===== src/rtl/mem_stage_pkg.sv =====
// mem_stage_pkg: shared state encoding, bundle bit indices and small helpers for the MEM stage.
`default_nettype none

package mem_stage_pkg;

  typedef enum logic [0:0] {
    IDLE = 1'b0,
    BUSY = 1'b1
  } state_t;

  localparam int REGWRITE = 1;
  localparam int MEMTOREG = 0;
  localparam int MEMREAD  = 1;
  localparam int MEMWRITE = 0;

  function automatic logic is_mem_op(input logic [1:0] mem_ctl);
    return mem_ctl[MEMREAD] | mem_ctl[MEMWRITE];
  endfunction

  // A combined read+write request is treated as a write, so only a pure read returns data.
  function automatic logic is_read(input logic [1:0] mem_ctl);
    return mem_ctl[MEMREAD] & ~mem_ctl[MEMWRITE];
  endfunction

  function automatic logic [1:0] kill_regwrite(input logic [1:0] wb);
    logic [1:0] r;
    r           = 2'b00;
    r[MEMTOREG] = wb[MEMTOREG];
    return r;
  endfunction

endpackage

`default_nettype wire


===== src/rtl/mem_wb_reg.sv =====
// mem_wb_reg: MEM/WB output bundle register with asynchronous reset and load enable.
`default_nettype none

module mem_wb_reg #(
  parameter int DATA_W = 32
) (
  input  logic              clk,
  input  logic              rst,
  input  logic              load,
  input  logic              valid_d,
  input  logic [1:0]        wb_d,
  input  logic [DATA_W-1:0] alu_d,
  input  logic [DATA_W-1:0] rdata_d,
  input  logic [4:0]        rd_d,
  input  logic              err_d,
  input  logic              mis_d,
  output logic              valid_q,
  output logic [1:0]        wb_q,
  output logic [DATA_W-1:0] alu_q,
  output logic [DATA_W-1:0] rdata_q,
  output logic [4:0]        rd_q,
  output logic              err_q,
  output logic              mis_q
);

  always_ff @(posedge clk or posedge rst) begin
    if (rst) begin
      valid_q <= 1'b0;
      wb_q    <= 2'b00;
      alu_q   <= '0;
      rdata_q <= '0;
      rd_q    <= 5'd0;
      err_q   <= 1'b0;
      mis_q   <= 1'b0;
    end else if (load) begin
      valid_q <= valid_d;
      wb_q    <= wb_d;
      alu_q   <= alu_d;
      rdata_q <= rdata_d;
      rd_q    <= rd_d;
      err_q   <= err_d;
      mis_q   <= mis_d;
    end
  end

endmodule

`default_nettype wire


===== src/rtl/mem_access_stage.sv =====
// mem_access_stage: EX/MEM consumer doing the data-memory req/ack access and driving MEM/WB.
// Optional MEM_ALIGN_CHECK_EN rejects word-misaligned accesses without issuing a request.
`default_nettype none

module mem_access_stage
  import mem_stage_pkg::*;
#(
  parameter int DATA_W  = 32,
  parameter int TIMEOUT = 16
) (
  input  logic              clk,
  input  logic              rst,
  input  logic              valid_in,
  input  logic [1:0]        WB,
  input  logic [1:0]        we,
  input  logic [DATA_W-1:0] ALU_out,
  input  logic [DATA_W-1:0] d,
  input  logic [4:0]        rdAddr,
  output logic              stall,
  output logic              dmem_req,
  output logic              dmem_wr,
  output logic [DATA_W-1:0] dmem_addr,
  output logic [DATA_W-1:0] dmem_wdata,
  input  logic [DATA_W-1:0] dmem_rdata,
  input  logic              dmem_ack,
  output logic              valid_out,
  output logic [1:0]        WB_out,
  output logic [DATA_W-1:0] alu_out_q,
  output logic [DATA_W-1:0] rdata_q,
  output logic [4:0]        rdAddr_q,
  output logic              mem_err,
  output logic              misalign
);

  localparam int CNT_W = $clog2(TIMEOUT);

  state_t           state;
  logic [CNT_W-1:0] cnt;
  logic [1:0]       wb_lat;
  logic [1:0]       we_lat;
  logic [4:0]       rd_lat;

  logic              mem_op, mis, accept, done_ack, done_to, load;
  logic              nxt_valid, nxt_err, nxt_mis;
  logic [1:0]        nxt_wb;
  logic [DATA_W-1:0] nxt_alu, nxt_rdata;
  logic [4:0]        nxt_rd;

  always_comb begin
    mem_op = valid_in & is_mem_op(we);
`ifdef MEM_ALIGN_CHECK_EN
    mis = mem_op & (ALU_out[1:0] != 2'b00);
`else
    mis = 1'b0;
`endif
    accept   = (state == IDLE) & mem_op & ~mis;
    done_ack = (state == BUSY) & dmem_ack;
    // Ack on the last allowed cycle still completes normally.
    done_to  = (state == BUSY) & ~dmem_ack & (cnt == CNT_W'(TIMEOUT - 1));
    stall    = accept | (state == BUSY);
    load     = (state == IDLE) | done_ack | done_to;
  end

  always_ff @(posedge clk or posedge rst) begin
    if (rst) begin
      state      <= IDLE;
      cnt        <= '0;
      wb_lat     <= 2'b00;
      we_lat     <= 2'b00;
      rd_lat     <= 5'd0;
      dmem_req   <= 1'b0;
      dmem_wr    <= 1'b0;
      dmem_addr  <= '0;
      dmem_wdata <= '0;
    end else begin
      case (state)
        IDLE: begin
          if (accept) begin
            wb_lat     <= WB;
            we_lat     <= we;
            rd_lat     <= rdAddr;
            dmem_req   <= 1'b1;
            dmem_wr    <= we[MEMWRITE];
            dmem_addr  <= ALU_out;
            dmem_wdata <= d;
            cnt        <= '0;
            state      <= BUSY;
          end
        end
        BUSY: begin
          if (done_ack || done_to) begin
            dmem_req <= 1'b0;
            state    <= IDLE;
          end else begin
            cnt <= cnt + CNT_W'(1);
          end
        end
        default: state <= IDLE;
      endcase
    end
  end

  // dmem_addr doubles as the latched ALU result for the outgoing bundle.
  always_comb begin
    if (state == IDLE) begin
      nxt_valid = valid_in & ~accept;
      nxt_wb    = mis ? kill_regwrite(WB) : WB;
      nxt_alu   = ALU_out;
      nxt_rdata = '0;
      nxt_rd    = rdAddr;
      nxt_err   = 1'b0;
      nxt_mis   = mis;
    end else begin
      nxt_valid = 1'b1;
      nxt_wb    = done_to ? kill_regwrite(wb_lat) : wb_lat;
      nxt_alu   = dmem_addr;
      nxt_rdata = (done_ack && is_read(we_lat)) ? dmem_rdata : '0;
      nxt_rd    = rd_lat;
      nxt_err   = done_to;
      nxt_mis   = 1'b0;
    end
  end

  mem_wb_reg #(
    .DATA_W (DATA_W)
  ) u_mem_wb_reg (
    .clk     (clk),
    .rst     (rst),
    .load    (load),
    .valid_d (nxt_valid),
    .wb_d    (nxt_wb),
    .alu_d   (nxt_alu),
    .rdata_d (nxt_rdata),
    .rd_d    (nxt_rd),
    .err_d   (nxt_err),
    .mis_d   (nxt_mis),
    .valid_q (valid_out),
    .wb_q    (WB_out),
    .alu_q   (alu_out_q),
    .rdata_q (rdata_q),
    .rd_q    (rdAddr_q),
    .err_q   (mem_err),
    .mis_q   (misalign)
  );

endmodule

`default_nettype wire

===== config.mk =====
export PLATFORM = sky130hd
export DESIGN_NAME = mem_access_stage
export DESIGN_NICKNAME = d
export VERILOG_FILES = /design/src/rtl/mem_stage_pkg.sv /design/src/rtl/mem_wb_reg.sv /design/src/rtl/mem_access_stage.sv
export SDC_FILE = /design/constraint.sdc
export NUM_CORES = 1
export LEC_CHECK = 0
export ABC_CLOCK_PERIOD_IN_PS = 5800
export CORE_UTILIZATION = 44
export DETAILED_ROUTE_END_ITERATION = 8
export PLACE_DENSITY = 0.79
export SLEW_MARGIN = 10
export SYNTH_ARGS = -nofsm -noshare
export SYNTH_HDL_FRONTEND = slang
export SYNTH_SLANG_ARGS = --single-unit

===== constraint.sdc =====
create_clock -name clk -period 5.8 [get_ports clk]
set_input_delay 0.58 -clock clk [delete_from_list [all_inputs] [get_ports clk]]
set_output_delay 0.58 -clock clk [all_outputs]
set_load 0.01 [all_outputs]

==> summary.txt <==
Status -> finished clean
Netlist Area Pre-Place -> 6300 um2
Commonest non-fill, non-tap cell in the layout -> clkdlybuf4s50_1
Worst Setup SP -> state
Core area -> 13900 um2
Crit path to -> stall
Compound-Gate Fraction of Synth Area -> 8.60%
Comb power frac -> 26.3%
Die X -> 122 um
Vias -> 4518
RSZ-0062 raised after global routing -> false
Leakage -> 4.10 nW
Clk network pwr share -> 34.8%
Synthesized area per cell -> 14.3 um2
Vias in the first global route -> 4656
Buffer count from post-CTS setup fixing -> 0
Fmax -> 329 MHz
VDD IR max -> 196 uV
Sequential share of the synthesized area -> 60.4%
Cell taking the most area after synthesis -> dfrtp_1
CTS Root Cell -> clkbuf_16
DRT iter0 DRCs -> 130
HP Start -> dmem_req
Distinct cells, synth -> 34
Cts bufs inserted -> 17
Max_cap viols -> 0
Capture point of the worst reg-to-reg path -> u_mem_wb_reg.alu_q[18]
Synth Area in XOR/XNOR -> 0.139%
DPL Wire Length -> 10400 um
Switching share of power -> 24.8%
Final setup viols -> 0
Final slew viol count -> 0
Gate Count Post-Synth -> 441
Drc violations -> 0
Detail Route Antenna Nets -> 0
Simple-gate share of the synthesized area -> 4.87%
Starting Density -> 45.2%
Post-route setup slack -> 2.76 ns
Worst-Margin Slew -> 1.01 ns
Final Power -> 3.63 mW
Fin crit share -> 52.5%
Hold crit path type -> reg2reg
Final Routed Wirelength -> 15400 um
H-tree levels -> 4
CTS sink cnt -> 152
CTS tree -> yes
Worst R2R Start -> state
Placer Congestion -> 0.740
Syn. warnings -> 0
Number of inserted diodes -> 0
Via density -> 5.19
Antenna violations before repair -> 0
CTS Hold Buffers Added -> 0
Fin Setup TNS -> 0 ns
Row cnt -> 43
Buffer depth of the longest clock path -> 2
Skew final -> 0.00490 ns
Adder-cell share of the synthesized area -> 0.199%
Combinational family with the most area after synthesis -> multiplexers
Tot GR Track Use -> 21.4%
Fin nets -> 787
Place WS -> 2.88 ns
Most frequent cells in the layout -> clkdlybuf4s50_1 (248), dfrtp_1 (151), mux2_4 (48), o21ai_0 (42), nand3_1 (40)
Clock Latency Late Sink -> 0.42 ns
Worst Path Max Fanout -> 30
Worst R2R Setup Slack -> 2.94 ns
Layout cells sized above 1 -> 16.5%
Sequential power share -> 38.9%
# port buffers -> 248
First-pass DRT Iterations -> 6
Critical Path AT -> 2.46 ns
Crit path time final -> 3.04 ns
Number of flops mapped to enable cells by yosys -> 0
Pin count of the biggest net entering global routing -> 110
Mux share of post-synthesis cell area -> 22.1%
Main synth FF type -> dfrtp_1
Max-slew headroom -> 32.2%
Endpoints failing hold -> 0
Power Internal -> 2.73 mW
Wire per inst -> 17.7 um
Yosys reg bits -> 152
# resized after CTS -> 0
Total power divided by cell area -> 381 nW/um2
Syn nets -> 551
Post-synth ARST share -> 100%
Synth top area cells -> dfrtp_1 (60%), mux2_4 (11%), mux2i_1 (6.2%), mux2_2 (4.5%), a22o_1 (4.5%)
Worst EP required -> 5.22 ns
Clock transition at path regs -> 0.06 ns
First-pass GRT wire length -> 24100 um
Chip Height -> 122 um
Yosys top cell area share -> 60.4%
Worst reg2reg path depth -> 5
Critical path class -> reg2out
Area growth syn-to-layout -> 51.5%
I/O pin cnt -> 250
Switching power -> 0.899 mW
Die area -> 14800 um2
Worst setup EP type -> primary output
Critical Path Start Type -> register
Grt ovf -> 0
==> critical path, stage by stage (launching register included) <==
cell	delay, ns
dfrtp_2	0.78
buf_4	0.51
nand2b_1	0.17
clkdlybuf4s50_1	0.57
==> flip-flops by register name (all words and copies together) (netlist names), 4 cells and up <==
| register | count |
|---|---|
| u_mem_wb_reg.alu_q | 32 |
| dmem_addr | 32 |
| u_mem_wb_reg.rdata_q | 32 |
| dmem_wdata | 32 |
| rd_lat | 5 |
| u_mem_wb_reg.rd_q | 5 |
| cnt | 4 |
==> area by class of cell <==
class / count / area (um2)
timing repair buffer: 252 / 2520
inverter: 1 / 8.76
tap: 180 / 225
sequential: 152 / 3800
clock buffer: 25 / 505
clock inverter: 7 / 185
fill: 959 / 4400
multi-input combinational: 253 / 2280
==> power groups by stage <==
stage	logic [mW]	registers [mW]	clock network [mW]
6_report	0.955	1.41	1.26
5_1_grt	1.02	1.44	1.35
4_1_cts	0.967	1.42	1.29
3_5_place_dp	0.961	1.43	0
3_3_place_gp	0.948	1.42	0
2_1_floorplan	0.358	1.49	0
==> metrics by stage <==
step	hold WS (ns)	utilization [%]	cell area (um2)	cells
3_3_place_gp	0.462	63.5	8850	838
4_1_cts	0.478	68.4	9540	870
5_1_grt	0.496	68.5	9540	870
6_report	0.475	68.5	9540	870
3_5_place_dp	0.465	63.5	8850	838
2_1_floorplan	0.474	-	6300	441
==> worst min path at each step <==
stage	end	depth (start not counted)
5_1_grt	dmem_req	1
2_1_floorplan	we_lat[1]	1
3_3_place_gp	dmem_req	1
3_5_place_dp	dmem_req	1
6_report	dmem_req	1
4_1_cts	dmem_req	1
==> logic make-up after synthesis <==
family,count (synthesis)
AO/OA/AOI/OAI,81
XOR/XNOR,1
adder cells (fa/ha/maj),1
buffers and inverters,36
flip-flops,152
multiplexers,112
other,1
AND/OR/NAND/NOR,57
==> per-layer routing <==
layer  part of all wire, %  track usage [%]  vias to the layer above
met4                   1.5             8.18                        0
li1                      -                -                     2080
met2                    50             35.9                      179
met5                     0                0                        -
met1                    40             25.4                     2239
met3                   8.4             7.21                       20
==> Yosys cell counts, drive strengths merged (2+ instances only) <==
cell type	count
dfrtp	152
mux2	73
nor2	5
and4b	2
buf	24
a22o	32
nand3	41
nand2	2
clkbuf	11
o21ai	43
mux2i	39
nand2b	2
(Power assumes the default switching activity.)
